## config.mk

```make
export PLATFORM = sky130hd
export DESIGN_NAME = display_arbiter
export DESIGN_NICKNAME = d
export VERILOG_FILES = /design/src/rtl/display_arbiter_pkg.sv /design/src/rtl/hold_timer.sv /design/src/rtl/display_arbiter.sv
export SDC_FILE = /design/constraint.sdc
export NUM_CORES = 1
export LEC_CHECK = 0
export ABC_AREA = 1
export CAP_MARGIN = 10
export CORE_UTILIZATION = 50
export CTS_CLUSTER_DIAMETER = 40
export CTS_CLUSTER_SIZE = 10
export DETAILED_ROUTE_END_ITERATION = 10
export PLACE_DENSITY = 0.81
export SLEW_MARGIN = 0
export SYNTH_ARGS = -nofsm -noshare
export SYNTH_HDL_FRONTEND = slang
export SYNTH_HIERARCHICAL = 1
export SYNTH_SLANG_ARGS = --single-unit
```

## constraint.sdc

```tcl
create_clock -name i_Clk -period 2.6 [get_ports i_Clk]
set_clock_uncertainty 0.2 [all_clocks]
set_input_delay 0.39 -clock i_Clk [delete_from_list [all_inputs] [get_ports i_Clk]]
set_output_delay 0.39 -clock i_Clk [all_outputs]
set_load 0.01 [all_outputs]
```

## src/rtl/display_arbiter_pkg.sv

```systemverilog
// display_arbiter_pkg: shared state encoding, digit geometry and hold-counter width
package display_arbiter_pkg;
  localparam int DIGIT_W = 4;
  localparam int DIGIT_N = 4;
  localparam int DATA_W  = DIGIT_W * DIGIT_N;
  localparam int CNT_W   = 20;
  typedef enum logic [1:0] {
    IDLE    = 2'd0,
    OWN_A   = 2'd1,
    OWN_B   = 2'd2,
    RELEASE = 2'd3
  } state_e;
  // Picks digit idx (0 = rightmost nibble) out of a packed digit word
  function automatic logic [DIGIT_W-1:0] nibble(input logic [DATA_W-1:0] d, input int idx);
    return d[idx*DIGIT_W +: DIGIT_W];
  endfunction
endpackage

```

## src/rtl/hold_timer.sv

```systemverilog
// hold_timer: loadable down-counter that saturates at zero and flags it
module hold_timer
  import display_arbiter_pkg::*;
#(
  parameter int unsigned HOLD_CYCLES = 1000
) (
  input  logic i_Clk,
  input  logic i_Rst_n,
  input  logic i_Load,
  output logic o_Zero
);
  localparam logic [CNT_W-1:0] RELOAD = CNT_W'(HOLD_CYCLES - 1);
  localparam logic [CNT_W-1:0] ONE    = CNT_W'(1);
  logic [CNT_W-1:0] cnt_q, cnt_d;
  // Reload on a new ownership, otherwise count down and stick at zero
  always_comb cnt_d = i_Load ? RELOAD : (cnt_q == '0) ? '0 : cnt_q - ONE;
  // Counter register
  always_ff @(posedge i_Clk or negedge i_Rst_n)
    if (!i_Rst_n) cnt_q <= '0;
    else          cnt_q <= cnt_d;
  assign o_Zero = (cnt_q == '0);
endmodule

```

## src/rtl/display_arbiter.sv

```systemverilog
// display_arbiter: round-robin owner of a shared 4-digit display with a minimum hold time
module display_arbiter
  import display_arbiter_pkg::*;
#(
  parameter int unsigned HOLD_CYCLES = 1000
) (
  input  logic               i_Clk,
  input  logic               i_Rst_n,
  input  logic               i_Req_A,
  input  logic [DATA_W-1:0]  i_Datos_A,
  input  logic               i_Req_B,
  input  logic [DATA_W-1:0]  i_Datos_B,
  output logic               o_Gnt_A,
  output logic               o_Gnt_B,
  output logic [DIGIT_W-1:0] o_Datos_1,
  output logic [DIGIT_W-1:0] o_Datos_2,
  output logic [DIGIT_W-1:0] o_Datos_3,
  output logic [DIGIT_W-1:0] o_Datos_4,
  output logic               o_Ocupado
);
  state_e            state_q, state_d;
  logic              last_b_q, last_b_d;
  logic [DATA_W-1:0] dig_q, dig_d;
  logic              gnt_a_q, gnt_b_q, occ_q;
  logic              zero, load;

  hold_timer #(.HOLD_CYCLES(HOLD_CYCLES)) u_timer (
    .i_Clk  (i_Clk),
    .i_Rst_n(i_Rst_n),
    .i_Load (load),
    .o_Zero (zero)
  );

  // Next-state: round-robin on ties, early drop goes through RELEASE until hold expires
  always_comb begin
    state_d = state_q;
    case (state_q)
      IDLE:    state_d = (i_Req_A && (!i_Req_B || last_b_q)) ? OWN_A : i_Req_B ? OWN_B : IDLE;
      OWN_A:   state_d = !i_Req_A ? (zero ? IDLE : RELEASE) : (zero && i_Req_B) ? OWN_B : OWN_A;
      OWN_B:   state_d = !i_Req_B ? (zero ? IDLE : RELEASE) : (zero && i_Req_A) ? OWN_A : OWN_B;
      RELEASE: state_d = zero ? IDLE : RELEASE;
      default: state_d = IDLE;
    endcase
  end

  // Every entry into an owned state restarts the hold time and records the winner
  always_comb begin
    load     = (state_d == OWN_A && state_q != OWN_A) || (state_d == OWN_B && state_q != OWN_B);
    last_b_d = load ? (state_d == OWN_B) : last_b_q;
    dig_d    = (state_q == OWN_A && i_Req_A) ? i_Datos_A :
               (state_q == OWN_B && i_Req_B) ? i_Datos_B : dig_q;
  end

  // State, fairness, digit and output registers; reset favours A on the first tie
  always_ff @(posedge i_Clk or negedge i_Rst_n)
    if (!i_Rst_n) begin
      state_q  <= IDLE;
      last_b_q <= 1'b1;
      dig_q    <= '0;
      gnt_a_q  <= 1'b0;
      gnt_b_q  <= 1'b0;
      occ_q    <= 1'b0;
    end else begin
      state_q  <= state_d;
      last_b_q <= last_b_d;
      dig_q    <= dig_d;
      gnt_a_q  <= (state_d == OWN_A);
      gnt_b_q  <= (state_d == OWN_B);
      occ_q    <= (state_d != IDLE);
    end

  assign o_Gnt_A   = gnt_a_q;
  assign o_Gnt_B   = gnt_b_q;
  assign o_Ocupado = occ_q;
  assign o_Datos_1 = nibble(dig_q, 0);
  assign o_Datos_2 = nibble(dig_q, 1);
  assign o_Datos_3 = nibble(dig_q, 2);
  assign o_Datos_4 = nibble(dig_q, 3);
endmodule

```

==> summary.md <==
| Metric | Value |
|---|---|
| Core area | 4500 µm² |
| Pwr Density | ~900 nW/µm² |
| Dpl ws | -11.4 ps |
| Routed Antenna Nets | 0 |
| Syn_nets | ~320 |
| Worst path most repeated cell | nand2_1 |
| Cts-stage hold buffer count | 0 |
| Final setup vio count | 0 |
| Max-cap violations | 0 |
| WP data arrival | between 2000 and 2500 ps |
| Leak pwr | 1.45 nW |
| Commonest non-fill, non-tap cell in the layout | clkdlybuf4s50_1 |
| Final Wtd Congestion | between 0.8 and 0.9 |
| Largest net degree at the start of global routing | 43 |
| Slew margin rel. | 0.395 |
| Setup crit start kind | flip-flop |
| TritonRoute pass-1 iters | 4 |
| Logic pwr share | 0.443 |
| Max VDD drop | about 0.55 mV |
| Placed standard-cell area | just under 3000 µm² |
| Cells after Synth | 280 |
| Nets | around 380 |
| Clk buf depth | 2 |
| Yosys top cell area share | 0.426 |
| Synth unique cells | 29 |
| H-tree levels | 2 |
| Overall Global Routing Usage | 0.211 |
| GR Overflow Total | 0 |
| Row count | 24 |
| Worst Hold Class | primary input to asynchronous set/reset pin |
| Most frequent cells in the layout | 53 x clkdlybuf4s50_1, 49 x nand2_1, 49 x nor2_1 |
| Vias in the first global route | 1835 |
| Initial antenna violation count | 0 |
| Detailed Place HPWL | 3.51 mm |
| Vias per inst | around 4.9 |
| CTS tree | done |
| Leading area contributor after synthesis | dfrtp_1 |
| Placed cells | approximately 380 |
| IO Count | 55 |
| Input/output buffers | 54 |
| Clock group share of total power | 0.221 |
| Setup WS post-layout | a little under 200 ps |
| Area contributors post-synth | dfrtp_1 43%, nor2_1 7.9%, nand2_1 7.8%, o21ai_2 7.6%, nand2_2 3.6% |
| Die extent in x | between 70 and 80 µm |
| Post-synthesis cell area | roughly 2400 µm² |
| Ant. Diodes | 0 |
| Syn avg cell area | 8.60 µm² |
| Slew Viols, Final | 0 |
| Final Cycle Share | 0.925 |
| Final hold slack | about 22 ps |
| R2R depth | 16 |
| Clock Pin Slew Worst Setup and Hold Paths | 80 ps |
| Share of cells above drive strength 1 | 0.261 |
| Root Driver | clkbuf_8 |
| Clock sink count | 42 |
| Yosys warning count | 6 |
| Switching share of power | 0.354 |
| Seq/Total Area, Yosys | 0.437 |
| Num CTS Buffers | 5 |
| Routed vias | around 1900 |
| Reg power frac | 0.336 |
| Die H | between 70 and 80 µm |
| CP endpoint kind | flip-flop |
| Fin area | roughly 3200 µm² |
| # DRC | 0 |
| Final Non-Filler Cells | between 300 and 400 |
| CP Cell Sequence | nor2_4, nand2_2, nor2_4, nand3_4, inv_6, nand2_1, nand3_1, nand2_1, nor2_2, nand2_2, nand3_1, nand2_1, inv_2, nand2_4, buf_12, nor2_2 |
| Crit Path Class | flip-flop to flip-flop |
| Die area | between 5000 and 6000 µm² |
| First-pass GRT wire length | ~8.3 mm |
| Layout area overhead | 32.2% |
| FMAX | just over 400 MHz |
| Iteration-0 DRC Markers | 66 |
| Pint | 1.87 mW |
| Average wire per standard cell | ~12 µm |
| Total power | just under 3 mW |
| Sw Pwr | between 1 and 1.5 mW |
| Crit-path max cell delay | around 460 ps |
| Starting density of the core | 0.535 |
| Slowest CP cell | dfrtp_1 |
| Slew @ Worst Pin | roughly 900 ps |
| Outcome | finished, final reports clean |
| Register bit count reported by yosys | 42 |
| Final Critical Period | 2400 ps |
| Req. time, crit path | 2630 ps |
| Skew-Pair Late Insertion Delay | ~300 ps |
| Fin. Hold Viols | 0 |
| Worst-path fanout max | 10 |
| Drt total wl | 4.95 mm |
[synthesized netlist by cell type (all sizes together)]
cell    count
nand3      11
a21oi       1
inv        26
xor2       10
ha          2
clkbuf      1
xnor2       3
dfrtp      41
o21ai      39
nor2       71
nor3        2
dfstp       1
buf         4
nand2      68
[metal layers]
layer | routed length (µm) | track usage | part of all wire | vias up
met1 | 2250 | 0.275 | 0.46 | 880
met3 | 240 | 0.0549 | 0.048 | 7
met4 | 63 | 0.0711 | 0.013 | 0
met5 | 0 | 0 | 0 | -
met2 | 2390 | 0.342 | 0.48 | 41
li1 | - | - | - | 1004
[cell type report]
class | count | area [µm²]
well taps | 52 | 65.1
inverters | 26 | 108
multi-input cells | 207 | 1210
clock buffers | 6 | 82.6
fillers | 348 | 1320
clock inverters | 2 | 60.1
repair buffers | 62 | 608
flip-flops and latches | 42 | 1050
[cells by family (layout without fill, tap and decap cells)]
group	Yosys count	after routing	synth area share
AND/OR/NAND/NOR	152	152	0.321
flip-flops	42	42	0.437
AO/OA/AOI/OAI	40	40	0.116
buffers and inverters	31	96	0.0691
XOR/XNOR	13	13	0.0473
adder cells (fa/ha/maj)	2	2	0.0104
[timing repair]
| item | 4_1_cts | 5_1_grt |
|---|---|---|
| gates resized for setup | 1 | 7 |
| endpoints found under the hold margin | 0 | 0 |
| buffers inserted | 0 | 6 |
| pin swaps | 0 | 3 |
| endpoints found under the setup margin | 2 | 20 |
[power groups by stage]
stage / Clock [mW] / Combinational (mW) / Sequential [mW]
2_1_floorplan: 0 / 0.724 / 1.04
3_3_place_gp: 0 / 1.17 / 0.983
3_5_place_dp: 0 / 1.19 / 0.984
4_1_cts: 0.648 / 1.20 / 0.974
5_1_grt: 0.676 / 1.41 / 0.995
6_report: 0.639 / 1.28 / 0.973
[flip-flops by register name (all words and copies together) (netlist names)]
signal / cells
dig_q: 16
last_b_q: 1
o_Gnt_A: 1
o_Gnt_B: 1
o_Ocupado: 1
state_q: 2
u_timer/cnt_q: 20
[stage by stage]
stage	TNS (ps)	util
floorplan	0	-
global placement	0	0.657
detailed placement	-15.9	0.657
CTS	0	0.689
global route	-25.1	0.707
finish	0	0.707
[worst max-delay path: cells and delay by family, from the launching register on]
family                 cells  cell delay, ps
and+or+nand+nor           13            1360
DFF                        1             460
buffers and inverters      3             320
[path summary, 6_finish.rpt]
| check | start | end | slack, ps |
|---|---|---|---|
| max | u_timer/cnt_q[8] | u_timer/cnt_q[15] | 200 |
| min | i_Rst_n | u_timer/cnt_q[3] | 20 |
| max reg2reg | u_timer/cnt_q[8] | u_timer/cnt_q[15] | 200 |
| min reg2reg | last_b_q | last_b_q | 280 |
| max in group asynchronous | i_Rst_n | u_timer/cnt_q[5] | 1610 |
| min in group i_Clk | last_b_q | last_b_q | 280 |
Note: power is estimated with default switching activity, not from simulation.
